### src/rtl/hz_pkg.sv
// Shared definitions for the hierarchical-Z query path: verdict encodings,
// default field widths, the forwarded record layout and a verdict helper.
// Latency: n/a (declarations only). Backpressure: n/a.
package hz_pkg;

  // 2-bit verdict returned by the HZ tile unit.
  localparam logic [1:0] HZ_REJECT  = 2'b00;
  localparam logic [1:0] HZ_PASS    = 2'b01;
  localparam logic [1:0] HZ_UNKNOWN = 2'b10;
  localparam logic [1:0] HZ_ILLEGAL = 2'b11;

  // Default widths; they must match the HZ unit build.
  localparam int HZ_ADDR_W  = 10;
  localparam int HZ_DEPTH_W = 16;
  localparam int HZ_TAG_W   = 8;

  // Record forwarded to fine raster / early-Z (default-width form).
  typedef struct packed {
    logic [HZ_ADDR_W-1:0] addr;
    logic [HZ_TAG_W-1:0]  tag;
    logic                 need_ztest;
  } hz_rec_t;

  // Anything other than a clean pass still needs a per-sample depth test.
  function automatic logic hz_verdict_needs_ztest(input logic [1:0] v);
    return (v != HZ_PASS);
  endfunction

endpackage

### src/rtl/hz_result_fifo.sv
// Synchronous FIFO holding resolved records until downstream accepts them.
// Latency: a push is visible at the head on the cycle after the push edge.
// Backpressure: caller must not push when full unless popping the same cycle.
//
// Ports: clk/rst (sync, active-high); push_i/push_dat_i write port;
//        pop_i read strobe; head_dat_o oldest entry; count_o occupancy.
module hz_result_fifo #(
  parameter int WIDTH = 19,
  parameter int DEPTH = 4
) (
  input  logic                     clk,
  input  logic                     rst,
  input  logic                     push_i,
  input  logic [WIDTH-1:0]         push_dat_i,
  input  logic                     pop_i,
  output logic [WIDTH-1:0]         head_dat_o,
  output logic [$clog2(DEPTH):0]   count_o
);

  localparam int AW = $clog2(DEPTH);
  localparam int CW = AW + 1;
  localparam logic [CW-1:0] FULL_CNT = CW'(DEPTH);

  logic [WIDTH-1:0] mem_q [DEPTH];
  logic [AW-1:0]    wr_ptr_q, rd_ptr_q;
  logic [CW-1:0]    count_q;
  logic             do_push, do_pop;

  assign do_pop  = pop_i && (count_q != '0);
  // A pop in the same cycle frees the slot the push lands in.
  assign do_push = push_i && ((count_q != FULL_CNT) || do_pop);

  always_ff @(posedge clk) begin
    if (rst) begin
      wr_ptr_q <= '0;
      rd_ptr_q <= '0;
      count_q  <= '0;
    end else begin
      if (do_push) wr_ptr_q <= wr_ptr_q + AW'(1);
      if (do_pop)  rd_ptr_q <= rd_ptr_q + AW'(1);
      if (do_push && !do_pop)      count_q <= count_q + CW'(1);
      else if (!do_push && do_pop) count_q <= count_q - CW'(1);
    end
  end

  // Storage needs no reset; validity is tracked by count_q.
  always_ff @(posedge clk) begin
    if (do_push) mem_q[wr_ptr_q] <= push_dat_i;
  end

  assign head_dat_o = mem_q[rd_ptr_q];
  assign count_o    = count_q;

endmodule

### src/rtl/hz_query_issuer.sv
// Issues one HZ min-depth query per coverage record and forwards survivors in order.
// Latency: accept t -> query t+1 -> verdict sampled t+2 -> out_valid t+3 earliest.
// Backpressure: credit based; in_ready drops once FIFO + S1 + S2 fill FIFO_DEPTH.
//
// Ports: in_* coverage record handshake; query_valid/tile_addr/in_depth query
//        to HZ unit; verdict/verdict_valid answer; out_* forwarded record with
//        need_ztest; *_cnt saturating statistics; proto_err sticky; busy.
module hz_query_issuer
  import hz_pkg::*;
#(
  parameter int ADDR_WIDTH = HZ_ADDR_W,
  parameter int DEPTH_W    = HZ_DEPTH_W,
  parameter int TAG_W      = HZ_TAG_W,
  parameter int FIFO_DEPTH = 4,
  parameter int CNT_W      = 32
) (
  input  logic                  clk,
  input  logic                  rst,
  input  logic                  in_valid,
  output logic                  in_ready,
  input  logic [ADDR_WIDTH-1:0] in_addr,
  input  logic [DEPTH_W-1:0]    in_zmin,
  input  logic [TAG_W-1:0]      in_tag,
  output logic                  query_valid,
  output logic [ADDR_WIDTH-1:0] tile_addr,
  output logic [DEPTH_W-1:0]    in_depth,
  input  logic [1:0]            verdict,
  input  logic                  verdict_valid,
  output logic                  out_valid,
  input  logic                  out_ready,
  output logic [ADDR_WIDTH-1:0] out_addr,
  output logic [TAG_W-1:0]      out_tag,
  output logic                  out_need_ztest,
  output logic [CNT_W-1:0]      rejected_cnt,
  output logic [CNT_W-1:0]      passed_cnt,
  output logic [CNT_W-1:0]      unknown_cnt,
  output logic                  proto_err,
  output logic                  busy
);

  // Same layout as hz_rec_t, sized by this instance's parameters.
  typedef struct packed {
    logic [ADDR_WIDTH-1:0] addr;
    logic [TAG_W-1:0]      tag;
    logic                  need_ztest;
  } rec_t;

  localparam int REC_W = $bits(rec_t);
  localparam int CW    = $clog2(FIFO_DEPTH) + 1;
  localparam logic [CW:0] CREDITS = (CW+1)'(FIFO_DEPTH);

  // S1: query register.
  logic                  s1_v_q;
  logic [ADDR_WIDTH-1:0] s1_addr_q;
  logic [DEPTH_W-1:0]    s1_zmin_q;
  logic [TAG_W-1:0]      s1_tag_q;
  // S2: awaiting verdict.
  logic                  s2_v_q;
  logic [ADDR_WIDTH-1:0] s2_addr_q;
  logic [TAG_W-1:0]      s2_tag_q;
  // High in the first cycle after reset, to ignore a late verdict.
  logic                  rst_seen_q;

  logic [CNT_W-1:0] rejected_cnt_q, passed_cnt_q, unknown_cnt_q;
  logic [CNT_W-1:0] rejected_cnt_d, passed_cnt_d, unknown_cnt_d;
  logic             proto_err_q, proto_err_d;
  logic             s1_v_d;

  logic          accept;
  logic          push, pop;
  rec_t          push_rec, head_rec;
  logic [CW-1:0] fifo_count;
  logic [CW:0]   occupancy;
  logic          inc_rej, inc_pass, inc_unk, err_set;

  hz_result_fifo #(
    .WIDTH (REC_W),
    .DEPTH (FIFO_DEPTH)
  ) u_fifo (
    .clk        (clk),
    .rst        (rst),
    .push_i     (push),
    .push_dat_i (push_rec),
    .pop_i      (pop),
    .head_dat_o (head_rec),
    .count_o    (fifo_count)
  );

  // Every record in S1/S2 may still need a FIFO slot, so it holds a credit.
  // Registers only: a pop this cycle does not return a credit until next cycle.
  assign occupancy = {1'b0, fifo_count} + {{CW{1'b0}}, s1_v_q} + {{CW{1'b0}}, s2_v_q};
  assign in_ready  = (occupancy < CREDITS) && !rst;
  assign accept    = in_valid && in_ready;

  assign query_valid = s1_v_q;
  assign tile_addr   = s1_addr_q;
  assign in_depth    = s1_zmin_q;

  assign out_valid      = (fifo_count != '0);
  assign pop            = out_valid && out_ready;
  // Gated so the output bus reads zero whenever nothing is offered.
  assign out_addr       = out_valid ? head_rec.addr       : '0;
  assign out_tag        = out_valid ? head_rec.tag        : '0;
  assign out_need_ztest = out_valid ? head_rec.need_ztest : 1'b0;

  assign rejected_cnt = rejected_cnt_q;
  assign passed_cnt   = passed_cnt_q;
  assign unknown_cnt  = unknown_cnt_q;
  assign proto_err    = proto_err_q;
  assign busy         = s1_v_q | s2_v_q | out_valid;

  // S2 resolution and next-state for statistics / error.
  always_comb begin
    push     = 1'b0;
    push_rec = '{addr: s2_addr_q, tag: s2_tag_q, need_ztest: 1'b1};
    inc_rej  = 1'b0;
    inc_pass = 1'b0;
    inc_unk  = 1'b0;
    err_set  = 1'b0;
    s1_v_d   = accept;

    if (s2_v_q) begin
      if (!verdict_valid) begin
        // Missing answer: forward conservatively and flag the unit.
        push    = 1'b1;
        inc_unk = 1'b1;
        err_set = 1'b1;
      end else if (verdict == HZ_REJECT) begin
        inc_rej = 1'b1;
      end else begin
        push                = 1'b1;
        push_rec.need_ztest = hz_verdict_needs_ztest(verdict);
        inc_pass            = (verdict == HZ_PASS);
        inc_unk             = (verdict != HZ_PASS);
        err_set             = (verdict == HZ_ILLEGAL);
      end
    end else if (verdict_valid && !rst_seen_q) begin
      // Stray verdict with nothing outstanding.
      err_set = 1'b1;
    end

    rejected_cnt_d = rejected_cnt_q;
    passed_cnt_d   = passed_cnt_q;
    unknown_cnt_d  = unknown_cnt_q;
    if (inc_rej  && (rejected_cnt_q != '1)) rejected_cnt_d = rejected_cnt_q + CNT_W'(1);
    if (inc_pass && (passed_cnt_q   != '1)) passed_cnt_d   = passed_cnt_q   + CNT_W'(1);
    if (inc_unk  && (unknown_cnt_q  != '1)) unknown_cnt_d  = unknown_cnt_q  + CNT_W'(1);
    proto_err_d = proto_err_q | err_set;
  end

  always_ff @(posedge clk) begin
    if (rst) begin
      s1_v_q         <= 1'b0;
      s1_addr_q      <= '0;
      s1_zmin_q      <= '0;
      s1_tag_q       <= '0;
      s2_v_q         <= 1'b0;
      s2_addr_q      <= '0;
      s2_tag_q       <= '0;
      rst_seen_q     <= 1'b1;
      rejected_cnt_q <= '0;
      passed_cnt_q   <= '0;
      unknown_cnt_q  <= '0;
      proto_err_q    <= 1'b0;
    end else begin
      s1_v_q <= s1_v_d;
      if (accept) begin
        s1_addr_q <= in_addr;
        s1_zmin_q <= in_zmin;
        s1_tag_q  <= in_tag;
      end
      // The HZ unit answers in a fixed cycle, so S1 never stalls into S2.
      s2_v_q         <= s1_v_q;
      s2_addr_q      <= s1_addr_q;
      s2_tag_q       <= s1_tag_q;
      rst_seen_q     <= 1'b0;
      rejected_cnt_q <= rejected_cnt_d;
      passed_cnt_q   <= passed_cnt_d;
      unknown_cnt_q  <= unknown_cnt_d;
      proto_err_q    <= proto_err_d;
    end
  end

endmodule

### config.mk
export PLATFORM = sky130hd
export DESIGN_NAME = hz_query_issuer
export DESIGN_NICKNAME = d
export VERILOG_FILES = /design/src/rtl/hz_pkg.sv /design/src/rtl/hz_result_fifo.sv /design/src/rtl/hz_query_issuer.sv
export SDC_FILE = /design/constraint.sdc
export NUM_CORES = 1
export LEC_CHECK = 0
export ABC_AREA = 1
export BUFFER_PORTS_ARGS = -buffer_cell sky130_fd_sc_hd__buf_2
export CAP_MARGIN = 20
export CELL_PAD_IN_SITES_DETAIL_PLACEMENT = 1
export CELL_PAD_IN_SITES_GLOBAL_PLACEMENT = 1
export CORE_UTILIZATION = 45
export DETAILED_ROUTE_END_ITERATION = 8
export GPL_TIMING_DRIVEN = 0
export PLACE_DENSITY = 0.88
export SLEW_MARGIN = 20
export SYNTH_ARGS = -nofsm -noshare
export SYNTH_HDL_FRONTEND = slang
export SYNTH_HIERARCHICAL = 1
export SYNTH_SLANG_ARGS = --single-unit
### constraint.sdc
create_clock -name clk -period 6.2 [get_ports clk]
set_input_delay 0.62 -clock clk [delete_from_list [all_inputs] [get_ports clk]]
set_output_delay 0.62 -clock clk [all_outputs]
set_load 0.005 [all_outputs]
**After elaboration in Yosys (flattened, before gate mapping)**

Memory sizes are Yosys's and may differ from the RTL's. A register that Yosys moved wholly into a read port is not among the register bits.
Cells that the tools add are included.

- Memories kept: 1
- Register bits: 159
- Input port bits: 41
- Memory bits (writable): 76
- Output and inout port bits: 146

Memory list:

| memory | words | width | read ports | clocked after memory_dff | wr ports | RTL line | RTL |
|---|---|---|---|---|---|---|---|
| u_fifo.mem_q | 4 | 19 | 1 | 1 | 1 | hz_result_fifo.sv:24 | `logic [WIDTH-1:0] mem_q [DEPTH];` |

- Bitwise operators: 3
- Reductions and logical operators: 19
- Order comparisons: 1
- Muxes and demuxes: 29
- $add $sub $neg: 9
- Eq/ne operators: 7

Operators with widths:

| cell | number |
|---|---|
| 32-bit by 1-bit adder with 32-bit output, second input constant | 3 |
| 32-bit inequality test, second input constant | 3 |
| 1-bit 2-to-1 mux | 23 |
| 1-bit logical AND | 11 |
| 10-bit 2-to-1 mux | 1 |
| 8-bit 2-to-1 mux | 1 |
| 3-bit 2-to-1 mux | 2 |
| 2-bit by 1-bit adder with 2-bit output, second input constant | 2 |
| 3-bit by 1-bit adder with 4-bit output | 1 |
| 4-bit by 1-bit adder with 4-bit output | 1 |
| 1-bit logical NOT | 4 |
| 4-bit by 3-bit < comparator with 1-bit output, second input constant | 1 |
| 2-bit 2-to-1 mux | 2 |
| 3-bit by 1-bit adder with 3-bit output, second input constant | 1 |
| 3-bit inequality test, second input constant | 1 |
| 1-bit OR | 3 |
| 3-bit nonzero test | 1 |
| 3-bit by 1-bit subtractor with 3-bit output, second input constant | 1 |
| 2-bit by 1-bit == test with 1-bit output, second input constant | 1 |
| 2-bit == test, second input constant | 1 |
| 2-bit logical NOT | 1 |
| 2-bit by 1-bit inequality test with 1-bit output, second input constant | 1 |
| 2-bit nonzero test | 1 |
| 1-bit logical OR | 1 |

**Longest topological paths before layout**

- Word-level depth: 9
- Depth in mapped cells: 16

**By module**

The synthesis kept the hierarchy.

Modules (own cells, without submodules):

| module | instances | cells an instance | area each (um^2) | seq. area each (um^2) |
|---|---|---|---|---|
| hz_query_issuer | 1 | 1289 | 8418.1 | 3042.9 |
| hz_result_fifo | 1 | 254 | 3344.5 | 2462.4 |

**Worst setup path after synthesis**

OpenSTA, ideal clock, no wires.

- Path type: input to register
- Start point: in verdict[1]
- End point: mem u_fifo.mem_q[0][0], enable pin
- Required time: 5805 ps
- Stages: 6
- Library setup time: 395 ps
- Setup slack: 3742 ps
- Data arrival time: 2063 ps
- Path through: inv_1 -> nand2_1 -> inv_1 -> a21oi_1 -> nand2_1 -> nor2_1

- Longest elaborated chain between the ends: 7

Ends and longest elaborated chain:

| element | RTL line | RTL |
|---|---|---|
| start, declared | hz_query_issuer.sv:27 | `input logic [1:0] verdict,` |
| 2-bit logical NOT | hz_query_issuer.sv:128 | `end else if (verdict == HZ_REJECT) begin` |
| 1-bit 2-to-1 mux | hz_query_issuer.sv:128 |  |
| 1-bit 2-to-1 mux | hz_query_issuer.sv:123 | `if (!verdict_valid) begin` |
| 1-bit 2-to-1 mux | hz_query_issuer.sv:122 | `if (s2_v_q) begin` |
| named net push | hz_query_issuer.sv:70 | `logic push, pop;` |
| 1-bit logical AND | hz_result_fifo.sv:31 | `assign do_push = push_i && ((count_q != FULL_CNT) \|\| do_pop);` |
| 1-bit 2-to-1 mux | hz_result_fifo.sv:48 | `if (do_push) mem_q[wr_ptr_q] <= push_dat_i;` |
| 1-bit 2-to-1 mux (implied by the code) | hz_result_fifo.sv:48 |  |
| end, declared | hz_result_fifo.sv:24 |  |

The timed path passes the listed nets, and every way through them passes these cells.

**Final worst setup path**

- Start point: reg u_fifo.count_q[0], in the netlist u_fifo/count_o[0]
- End point: reg u_fifo.count_q[1], in the netlist u_fifo/count_o[1]

- Longest elaborated chain between the ends: 8

Ends and longest elaborated chain:

| element | RTL line | RTL |
|---|---|---|
| start, declared | hz_result_fifo.sv:26 | `logic [CW-1:0] count_q;` |
| start signal, assigned | hz_result_fifo.sv:41 | `if (do_push && !do_pop) count_q <= count_q + CW'(1);` |
| start signal, assigned | hz_result_fifo.sv:42 | `else if (!do_push && do_pop) count_q <= count_q - CW'(1);` |
| 3-bit nonzero test (*) | hz_query_issuer.sv:99 | `assign out_valid = (fifo_count != '0);` |
| 1-bit logical AND (*) | hz_query_issuer.sv:100 | `assign pop = out_valid && out_ready;` |
| named net pop | hz_query_issuer.sv:70 |  |
| 1-bit logical AND (*) | hz_result_fifo.sv:29 | `assign do_pop = pop_i && (count_q != '0);` |
| 1-bit logical OR (*) | hz_result_fifo.sv:31 |  |
| 1-bit logical AND (*) | hz_result_fifo.sv:31 |  |
| named net u_fifo.do_push | hz_result_fifo.sv:27 | `logic do_push, do_pop;` |
| 1-bit logical NOT | hz_result_fifo.sv:42 |  |
| 1-bit logical AND | hz_result_fifo.sv:42 |  |
| 2-bit nonzero test (no source line) | -- |  |

Mark *: on every way through the listed nets, which the timed path passes. The rest lies on a longest branch. The select of a mux whose other input is x is not followed.
A chain may end at the register's enable or synchronous reset.

==> results_dict.tcl <==
set metrics [dict create \
    cts.sinks 237 \
    design.final.nets 1810 \
    p_leak_nw 5.75 \
    synth_flop_cell "dfxtp_1" \
    cpPeakStageDelay_ns 0.70 \
    cts_tree "yes" \
    grt_usage_pct 28.7 \
    top_layer "met4" \
    cts_resized 0 \
    antenna_found_initial 1 \
    num_vias 11100 \
    drt_iter0_drc 572 \
    clk_pin_slew_worst_paths_ns 0.06 \
    syn_area_sq_mm 0.0118 \
    synth-async-reset-ratio_pct 0 \
    timing.fmax_mhz 280 \
    maxCapViolCount 0 \
    final_util_pct 55.2 \
    critPathSlowestCell "nor3_1" \
    synth_cells 1543 \
    gp_congestion 0.895 \
    area_growth_pct 19.2 \
    crit_start "u_fifo/count_o[0]" \
    drt-met1-wl_mm 16.2 \
    path_cells "nor3_1 > clkbuf_1 > nor2_1 > nor2_1 > nand2_1 > nand2_1 > inv_1 > ha_1 > inv_1 > fa_1 > o21ai_0 > nor2_1" \
    worst_slew_pin_slew_ns 0.824 \
    cp_top_family "simple AND/OR/NAND/NOR gates" \
    hold_start "in_zmin[13]" \
    syn_nets 1594 \
    crit_required_ns 6.63 \
    setup.reg_to_reg.worst_slack_ns 2.63 \
    ys_seq_elements 237 \
    critPathCaptureType "register" \
    cts_root_buf "clkbuf_16" \
    finalSetupViolCount 0 \
    grt_pass1_wl_mm 60.5 \
    cp_max_fo 10 \
    fin_setup_tns_ns 0 \
    slew_headroom_pct 44.6 \
    die_x_um 164 \
    layout_common_cells "nand2_1, nor2_1, buf_2" \
    ir_drop_mv 0.167 \
    whs_path_depth 3 \
    cts_made_buffers 25 \
    worstSkewPairLatency_ns 0.54 \
    met2_length_mm 19.1 \
    timing.rr.start "u_fifo/count_o[0]" \
    report.final.slew_viol_count 0 \
    via_per_inst 5.26 \
    synth_edf_count 76 \
    worstReg2RegEnd "u_fifo/count_o[1]" \
    post_cts.repair.setup_buffers 0 \
    yosysUniqueCellTypes 37 \
    hpwlAfterDp_mm 27.5 \
    rows 58 \
    critPathBufInv 3 \
    hold_viol_final 0 \
    io_pins 187 \
    yosysSeqAreaShare_pct 46.8 \
    ff2ff_path_depth 12 \
    cts_hold_buf 0 \
    met3WireLength_mm 1.82 \
    drive_gt1_share_pct 20.7 \
    grt.overflow.total 0 \
    port_buffers 186 \
    min_to "in_depth[13]" \
    post-route-period-util_pct 57.6 \
    grt_pass1_vias 11500 \
    cts.path.max_buffers 3 \
    worst_ep_arrival_time_ns 4.00 \
    syn_area_per_cell_sq_um 7.62 \
    final_common_cell "nand2_1" \
    die_area_sq_mm 0.0268 \
    antenna_left 0 \
    die_y_um 164 \
    drc 0 \
    fin_skew_ns 0.00956 \
    wire_per_inst_um 18.1 \
    htreeDepth 1 \
    initial_core_util_pct 46.3 \
    worstSetupPathType "register to register" \
    critPathLaunchType "register" \
    first_pass_iters 5 \
    core_sq_mm 0.0254 \
    critical_path.most_common_cell "nor2_1" \
    grt_max_degree 20 \
    final.min_clock_period_ns 3.57 \
    powerDensity_mw_per_mm2 259 \
    finalWirelength_mm 38.2 \
    yosys_warnings 6 \
    rsz0062_at_grt "false" \
    status "finished clean" \
    hp-class "input port to register" \
]
[how the worst max path moves through the flow]
stage                                endpoint  slack [ns]  depth (start not counted)
final                       u_fifo/count_o[1]        2.63                         12
after global routing        u_fifo/count_o[1]        2.40                         12
after CTS                   u_fifo/count_o[1]        2.69                         12
after detailed placement    u_fifo/count_o[1]        2.75                         12
after global placement    u_fifo/mem_q[3][10]        2.63                          7
after floorplan            u_fifo/mem_q[0][0]        3.74                          6
[flip-flops by register name (all words and copies together), names as in the netlist, named ones only]
name             cells
unknown_cnt         32
proto_err            1
s2_tag_q             8
s2_addr_q           10
tile_addr           10
s2_v_q               1
passed_cnt          32
rejected_cnt        32
u_fifo/rd_ptr_q      2
u_fifo/mem_q        76
rst_seen_q           1
u_fifo/wr_ptr_q      2
query_valid          1
in_depth            16
u_fifo/count_o       3
s1_tag_q             8
[synthesized netlist by cell type, types with 16 or more instances]
library cell / count / area, sq um
inv_1: 147 / 552
nand2_2: 38 / 238
clkbuf_1: 19 / 71.3
xor2_1: 29 / 254
o22ai_1: 19 / 119
xnor2_1: 16 / 140
a21oi_1: 44 / 220
nand2_1: 453 / 1700
dfxtp_1: 161 / 3220
nand3_1: 51 / 255
o21ai_0: 68 / 340
edfxtp_1: 76 / 2280
o31ai_1: 18 / 135
nor2_1: 270 / 1010
a21oi_2: 33 / 289
[metrics by stage]
step | area, sq um | total power, W | std cells | worst slack (ns) | hold slack [ns]
after floorplan | 11800 | 0.00190 | 1543 | 3.74 | 0.410
after global placement | 13100 | 0.00205 | 2059 | 2.63 | 0.418
after detailed placement | 13200 | 0.00207 | 2062 | 2.75 | 0.433
after CTS | 14000 | 0.00366 | 2107 | 2.69 | 0.258
after global routing | 14000 | 0.00376 | 2107 | 2.40 | 0.275
final | 14000 | 0.00363 | 2108 | 2.63 | 0.280
[power breakdown]
group          internal, W  switching, W  leakage (nW)  total, W
clock             0.000944      0.000642         0.428   0.00159
sequential         0.00165     0.0000350          2.00   0.00169
combinational     0.000126      0.000236          3.32  0.000362
total              0.00272      0.000913          5.75   0.00363
[kinds of logic after synthesis]
logic type,Yosys count,share of synthesized area [%]
simple gates,864,30.8
compound gates,185,9.58
fa+ha+maj,10,1.13
xor+xnor,45,3.35
buf+inv,202,8.29
flops,237,46.8
[worst min-delay path: cells and delay by family]
kind,cells,cell delay (ns)
and+or+nand+nor,1,0.04
buffers and inverters,1,0.07
AOI/OAI and AO/OA,1,0.05
[final cells by class]
class	count	area, sq um
tap	330	413
timing repair buffer	189	968
sequential	237	5510
antenna	1	2.50
inverter	151	567
buffer	51	408
fill	3248	11400
clock inverter	15	189
clock buffer	30	674
multi-input combinational	1104	5300
[layer usage]
metal / vias up / GRT usage, %
li1: 5327 / -
met1: 5402 / 35.4
met2: 290 / 51.8
met3: 77 / 3.83
met4: 0 / 8.67
met5: - / 0
Note: power is estimated with default switching activity, not from simulation.
